$ cat src/rtl/alu_arbiter_if.sv
// Request/response bundle between the issue-side requesters and the shared ALU arbiter.
// Per-requester fields are packed side by side, requester i at slice i.
interface alu_arbiter_if #(
  parameter int NREQ = 2
) ();
  logic [NREQ-1:0]   req_valid;
  logic [NREQ-1:0]   req_ready;
  logic [3*NREQ-1:0] req_op;
  logic [8*NREQ-1:0] req_a;
  logic [8*NREQ-1:0] req_b;
  logic [NREQ-1:0]   resp_valid;
  logic [NREQ-1:0]   resp_ready;
  logic [7:0]        resp_rslt;
  logic              resp_zero;
  logic              busy;

  modport master (
    output req_valid, req_op, req_a, req_b, resp_ready,
    input  req_ready, resp_valid, resp_rslt, resp_zero, busy
  );

  modport slave (
    input  req_valid, req_op, req_a, req_b, resp_ready,
    output req_ready, resp_valid, resp_rslt, resp_zero, busy
  );
endinterface

$ cat src/rtl/alu_arbiter.sv
// Round-robin arbiter sharing one 8-bit ALU (ADD, LSH, RSH, XOR) among NREQ requesters.
// One operation in flight: IDLE grants, EXEC computes, RESP holds the result until consumed.
module alu_arbiter #(
  parameter int NREQ = 2
) (
  input  logic         clk,
  input  logic         rst_n,
  alu_arbiter_if.slave bus
);

  localparam int PW = $clog2(NREQ);

  localparam logic [2:0] OP_ADD = 3'd0;
  localparam logic [2:0] OP_LSH = 3'd1;
  localparam logic [2:0] OP_RSH = 3'd2;
  localparam logic [2:0] OP_XOR = 3'd3;

  typedef enum logic [1:0] {
    IDLE,
    EXEC,
    RESP
  } state_t;

  state_t        state;
  state_t        state_nx;
  logic [PW-1:0] ptr;
  logic [PW-1:0] win;
  logic [PW-1:0] gnt_idx;
  logic          gnt_found;
  logic          accept;
  logic [2:0]    sel_op;
  logic [7:0]    sel_a;
  logic [7:0]    sel_b;
  logic [2:0]    op_q;
  logic [7:0]    a_q;
  logic [7:0]    b_q;
  logic [7:0]    alu_res;
  logic [7:0]    rslt_q;
  logic          zero_q;
  logic          busy_q;
  logic [NREQ-1:0] rdy;
  logic [NREQ-1:0] rv;

  function automatic logic [PW-1:0] wrap_inc(
    input logic [PW-1:0] p,
    input int            k
  );
    int s;
    s = int'(p) + k;
    if (s >= NREQ) s = s - NREQ;
    return PW'(s);
  endfunction

  // First valid index at or after ptr, wrapping.
  always_comb begin
    gnt_found = 1'b0;
    gnt_idx   = '0;
    for (int k = 0; k < NREQ; k++) begin
      if (!gnt_found && bus.req_valid[wrap_inc(ptr, k)]) begin
        gnt_found = 1'b1;
        gnt_idx   = wrap_inc(ptr, k);
      end
    end
  end

  assign sel_op = bus.req_op[3*int'(gnt_idx) +: 3];
  assign sel_a  = bus.req_a[8*int'(gnt_idx) +: 8];
  assign sel_b  = bus.req_b[8*int'(gnt_idx) +: 8];

  always_comb begin
    state_nx = state;
    accept   = 1'b0;
    unique case (state)
      IDLE: begin
        if (gnt_found && rst_n) begin
          accept   = 1'b1;
          state_nx = EXEC;
        end
      end
      EXEC: state_nx = RESP;
      RESP: begin
        if (bus.resp_ready[win]) state_nx = IDLE;
      end
      default: state_nx = IDLE;
    endcase
  end

  always_comb begin
    rdy = '0;
    rv  = '0;
    if (accept) rdy[gnt_idx] = 1'b1;
    if (state == RESP) rv[win] = 1'b1;
  end

  always_comb begin
    alu_res = '0;
    case (op_q)
      OP_ADD:  alu_res = a_q + b_q;
      OP_LSH:  alu_res = a_q << b_q[1:0];
      OP_RSH:  alu_res = a_q >> b_q[1:0];
      OP_XOR:  alu_res = a_q ^ b_q;
      default: alu_res = '0;
    endcase
  end

  always_ff @(posedge clk or negedge rst_n) begin
    if (!rst_n) begin
      state  <= IDLE;
      busy_q <= 1'b0;
    end else begin
      state  <= state_nx;
      busy_q <= (state_nx != IDLE);
    end
  end

  always_ff @(posedge clk or negedge rst_n) begin
    if (!rst_n) begin
      ptr    <= '0;
      win    <= '0;
      op_q   <= '0;
      a_q    <= '0;
      b_q    <= '0;
      rslt_q <= '0;
      zero_q <= 1'b0;
    end else begin
      if (accept) begin
        win  <= gnt_idx;
        ptr  <= wrap_inc(gnt_idx, 1);
        op_q <= sel_op;
        a_q  <= sel_a;
        b_q  <= sel_b;
      end
      if (state == EXEC) begin
        rslt_q <= alu_res;
        zero_q <= (alu_res == 8'd0);
      end
    end
  end

  assign bus.req_ready  = rdy;
  assign bus.resp_valid = rv;
  assign bus.resp_rslt  = rslt_q;
  assign bus.resp_zero  = zero_q;
  assign bus.busy       = busy_q;

endmodule

$ cat src/flat_wrapper.sv
// flat-port wrapper written by rule: the top's interface ports become plain ports
module alu_arbiter_flat 
#(
  parameter int NREQ = 2
)
  (clk, rst_n, bus_req_valid, bus_req_op, bus_req_a, bus_req_b, bus_resp_ready, bus_req_ready, bus_resp_valid, bus_resp_rslt, bus_resp_zero, bus_busy);
  alu_arbiter_if #(.NREQ(NREQ)) bus_i ();
  input  logic clk;
  input  logic rst_n;
  input wire logic [$bits(bus_i.req_valid)-1:0] bus_req_valid;
  input wire logic [$bits(bus_i.req_op)-1:0] bus_req_op;
  input wire logic [$bits(bus_i.req_a)-1:0] bus_req_a;
  input wire logic [$bits(bus_i.req_b)-1:0] bus_req_b;
  input wire logic [$bits(bus_i.resp_ready)-1:0] bus_resp_ready;
  output wire logic [$bits(bus_i.req_ready)-1:0] bus_req_ready;
  output wire logic [$bits(bus_i.resp_valid)-1:0] bus_resp_valid;
  output wire logic [$bits(bus_i.resp_rslt)-1:0] bus_resp_rslt;
  output wire logic [$bits(bus_i.resp_zero)-1:0] bus_resp_zero;
  output wire logic [$bits(bus_i.busy)-1:0] bus_busy;
  assign bus_i.req_valid = bus_req_valid;
  assign bus_i.req_op = bus_req_op;
  assign bus_i.req_a = bus_req_a;
  assign bus_i.req_b = bus_req_b;
  assign bus_i.resp_ready = bus_resp_ready;
  assign bus_req_ready = bus_i.req_ready;
  assign bus_resp_valid = bus_i.resp_valid;
  assign bus_resp_rslt = bus_i.resp_rslt;
  assign bus_resp_zero = bus_i.resp_zero;
  assign bus_busy = bus_i.busy;
  alu_arbiter #(.NREQ(NREQ)) u_core (.clk(clk), .rst_n(rst_n), .bus(bus_i));
endmodule
$ cat config.mk
export PLATFORM = sky130hd
export DESIGN_NAME = alu_arbiter_flat
export DESIGN_NICKNAME = d
export VERILOG_FILES = /design/src/rtl/alu_arbiter_if.sv /design/src/rtl/alu_arbiter.sv /design/src/flat_wrapper.sv
export SDC_FILE = /design/constraint.sdc
export NUM_CORES = 1
export LEC_CHECK = 0
export CAP_MARGIN = 20
export CORE_AREA = 5 5 78 80
export CTS_CLUSTER_SIZE = 14
export DETAILED_ROUTE_END_ITERATION = 16
export DIE_AREA = 0 0 83 85
export HOLD_SLACK_MARGIN = 0.06
export PLACE_DENSITY = 0.74
export SYNTH_ARGS = -nofsm -noshare
export SYNTH_HDL_FRONTEND = slang
export SYNTH_SLANG_ARGS = --single-unit
$ cat constraint.sdc
create_clock -name clk -period 2.1 [get_ports clk]
set_input_delay 0.315 -clock clk [delete_from_list [all_inputs] [get_ports clk]]
set_output_delay 0.315 -clock clk [all_outputs]
set_load 0.01 [all_outputs]
==> results.md <==
* Failing checks: setup timing
* Maximum fanout along the worst path at 2
* Most common cell in the netlist: dfrtp_1
* Hold Crit Start: u_core.ptr
* Critical Path AT at 2.29 ns
* Area growth syn-to-layout at 42.8%
* Reg clk slew, reported paths at 0.07 ns
* Hold buffer count at CTS at 0
* Clock sink count at 33
* Top_reg_cell synth: dfrtp_1
* Synth top area cells: dfrtp_1 37%, a222oi_1 8.5%, ha_1 4.5%
* CP delay by family, top: compound AO/OA/AOI/OAI gates
* Starting Density at 42.0%
* Final Max Slew Viols at 0
* DRC violations left at 0
* Worst flop-to-flop path startpoint: u_core.a_q[0]
* CP required at 2.27 ns
* Placement Setup Slack at -0.286 ns
* WHS Endpoint: u_core.ptr
* DP HPWL at 4.69 mm
* Placed cells at 371
* Num ports at 58
* EDFF count, synth at 0
* Setup ws final at -0.0163 ns
* Chip height at 85 µm
* # H-tree levels at 2
* # rows at 27
* Worst Tran Pin Value at 0.418 ns
* Final core utilization at 59.9%
* Count of warnings emitted by yosys at 0
* WS Path Type: reg -> reg
* Clk_skew at 0.0101 ns
* Grt total ovfl at 0
* Terminus of the critical flop-to-flop path: u_core.bus.resp_zero
* Detail Route Antenna Nets at 0
* Initial antenna violation count at 0
* Routed wire length at 6.10 mm
* TritonCTS buffer count at 5
* Final Hold Fails at 0
* Flops & latches, synth at 33
* Hold Path Stages at 1
* # nets final at 365
* Mapped Area at 0.00224 mm²
* Clock root buffer: clkbuf_8
* Die area at 0.00706 mm²
* Crit path buf inv count at 1
* Critical Path End Type: flip-flop
* Sum Neg Setup Slack at -0.0163 ns
* Seq/Total Area, Yosys at 36.9%
* Drt pass-1 iters at 7
* Pwr per Cell Area at 1610 mW/mm²
* Vias at 2,139
* Cell type with the largest total area after synthesis: dfrtp_1
* Crit path cell chain: ha_2 > buf_6 > a211oi_4 > nor2_2 > or4b_1 > a21oi_2 > a2111oi_4 > a41o_1
* TritonCTS clock tree: done
* Syn Nets at 291
* Fmax at 0.473 GHz
* Vias in the first global route at 2,130
* Vias per cell at 5.57
* Tmin final at 2.12 ns
* Die width at 83 µm
* Hold WS at 0.477 ns
* Synth cell count leaders: 33 x dfrtp_1, 26 x inv_1, 19 x a222oi_1
* FF-to-FF path depth at 8
* FF-to-FF setup slack at -0.02 ns
* P_leak at 1.45 nW
* Status: finished, violations left
* Largest net degree at the start of global routing at 34
* Post-Layout Cell Count at 384
* IO Port Bufs at 57
* # diodes at 0
* Fraction of layout cells with a size suffix above 1 at 19.6%
* Core area at 0.00534 mm²
* RSZ-0062 raised after global routing: yes
* Routed WL per cell at 15.9 µm
* Fin area at 0.00320 mm²
* Setup violators final at 1
* Mapped Avg Cell Area at 9.41 µm²
* Post-synth cell types at 51
* # fillers at 490
* Routability Congestion at 0.904
* Max-Slew Margin vs Limit at 72.1%
* Yosys top cell area share at 36.9%
* Area of placed instances at 0.00298 mm²
* Worst skew pair latency at 0.29 ns
* Share of synthesized registers carrying an async set or reset at 100%
* Slowest stage delay, CP at 0.49 ns
* Final period util at 101%
* Hold WC Path Type: reg -> reg
* Initial drt markers at 219
* Total GRT Usage at 18.0%
* First-pass GRT wire length at 10.3 mm
* Mapped Cells at 238
* Tot Pwr at 5.13 mW
* Maximum VDD drop at 0.000689 V
* Max Cap Viol at 0
* Deepest clock path buffer count at 2
* Critical-path top delay cell: or4b_1
* Startpoint types: flip-flop
-- power breakdown --
part | internal, mW | leakage [nW] | switching (mW)
Sequential | 0.930 | 0.408 | 0.289
Combinational | 1.74 | 0.997 | 1.70
Clock | 0.260 | 0.0443 | 0.221
Total | 2.93 | 1.45 | 2.20
-- area by class of cell --
class / instances / area [µm²] / area share (%)
Sequential cell: 33 / 830 / 25.9
Timing Repair Buffer: 84 / 774 / 24.2
Clock buffer: 7 / 86.3 / 2.70
Tap cell: 72 / 90.1 / 2.82
Multi-Input combinational cell: 161 / 1320 / 41.2
Inverter: 27 / 101 / 3.17
-- sequential cells by signal, summed over array words and instances (netlist names) --
signal,cells
u_core.b_q,8
u_core.bus.resp_rslt,8
u_core.ptr,1
u_core.op_q,3
u_core.bus.resp_zero,1
u_core.a_q,8
u_core.bus.busy,1
u_core.state,2
u_core.win,1
-- worst max path at each step --
stage                           end  depth (start not counted)     startpoint  slack (ns)
3_5_place_dp       bus_req_ready[0]                          5          rst_n       -0.29
3_3_place_gp       bus_req_ready[0]                          5          rst_n       -0.30
4_1_cts        u_core.bus.resp_zero                          8  u_core.b_q[1]       -0.01
2_1_floorplan  u_core.bus.resp_zero                          8  u_core.a_q[0]        0.03
6_report       u_core.bus.resp_zero                          8  u_core.a_q[0]       -0.02
5_1_grt        u_core.bus.resp_zero                          8  u_core.b_q[1]       -0.13
-- metal layers --
metal	vias to the layer above	track usage [%]	share of wire (%)	wire, µm
met2	79	30.8	48	2920
met1	1018	22.3	44	2670
met5	-	0	0	0
met4	0	6.09	2.2	136
li1	1031	-	-	-
met3	11	4.27	6.1	372
-- worst register-to-register path: stages (launching register included) --
cell and delay (ns):
dfrtp_1 0.39, ha_2 0.21, buf_6 0.13, a211oi_4 0.27
nor2_2 0.07, or4b_1 0.49, a21oi_2 0.20, a2111oi_4 0.06
a41o_1 0.20
-- timing repair --
item	in CTS	in global routing
pin swaps	9	6
resized for setup	13	8
setup buffers	7	0
endpoints found under the setup margin	5	4
-- logic make-up after synthesis --
| group | share of synthesized area [%] |
|---|---|
| buf+inv | 8.04 |
| simple gates | 13.9 |
| compound gates | 25.3 |
| flops | 36.9 |
| xor+xnor | 1.56 |
| mux | 9.05 |
| fa+ha+maj | 5.36 |
-- cells in the final DEF, fill, tap and decap left out, types with 7 or more instances in the layout --
cell type / n
a21oi_1: 7
o21ai_1: 7
inv_1: 26
nand2b_1: 9
buf_4: 26
nand2_1: 17
dfrtp_1: 30
a222oi_1: 19
clkdlybuf4s50_1: 55
nor2_1: 12
Power figures use the tool's default switching activity.
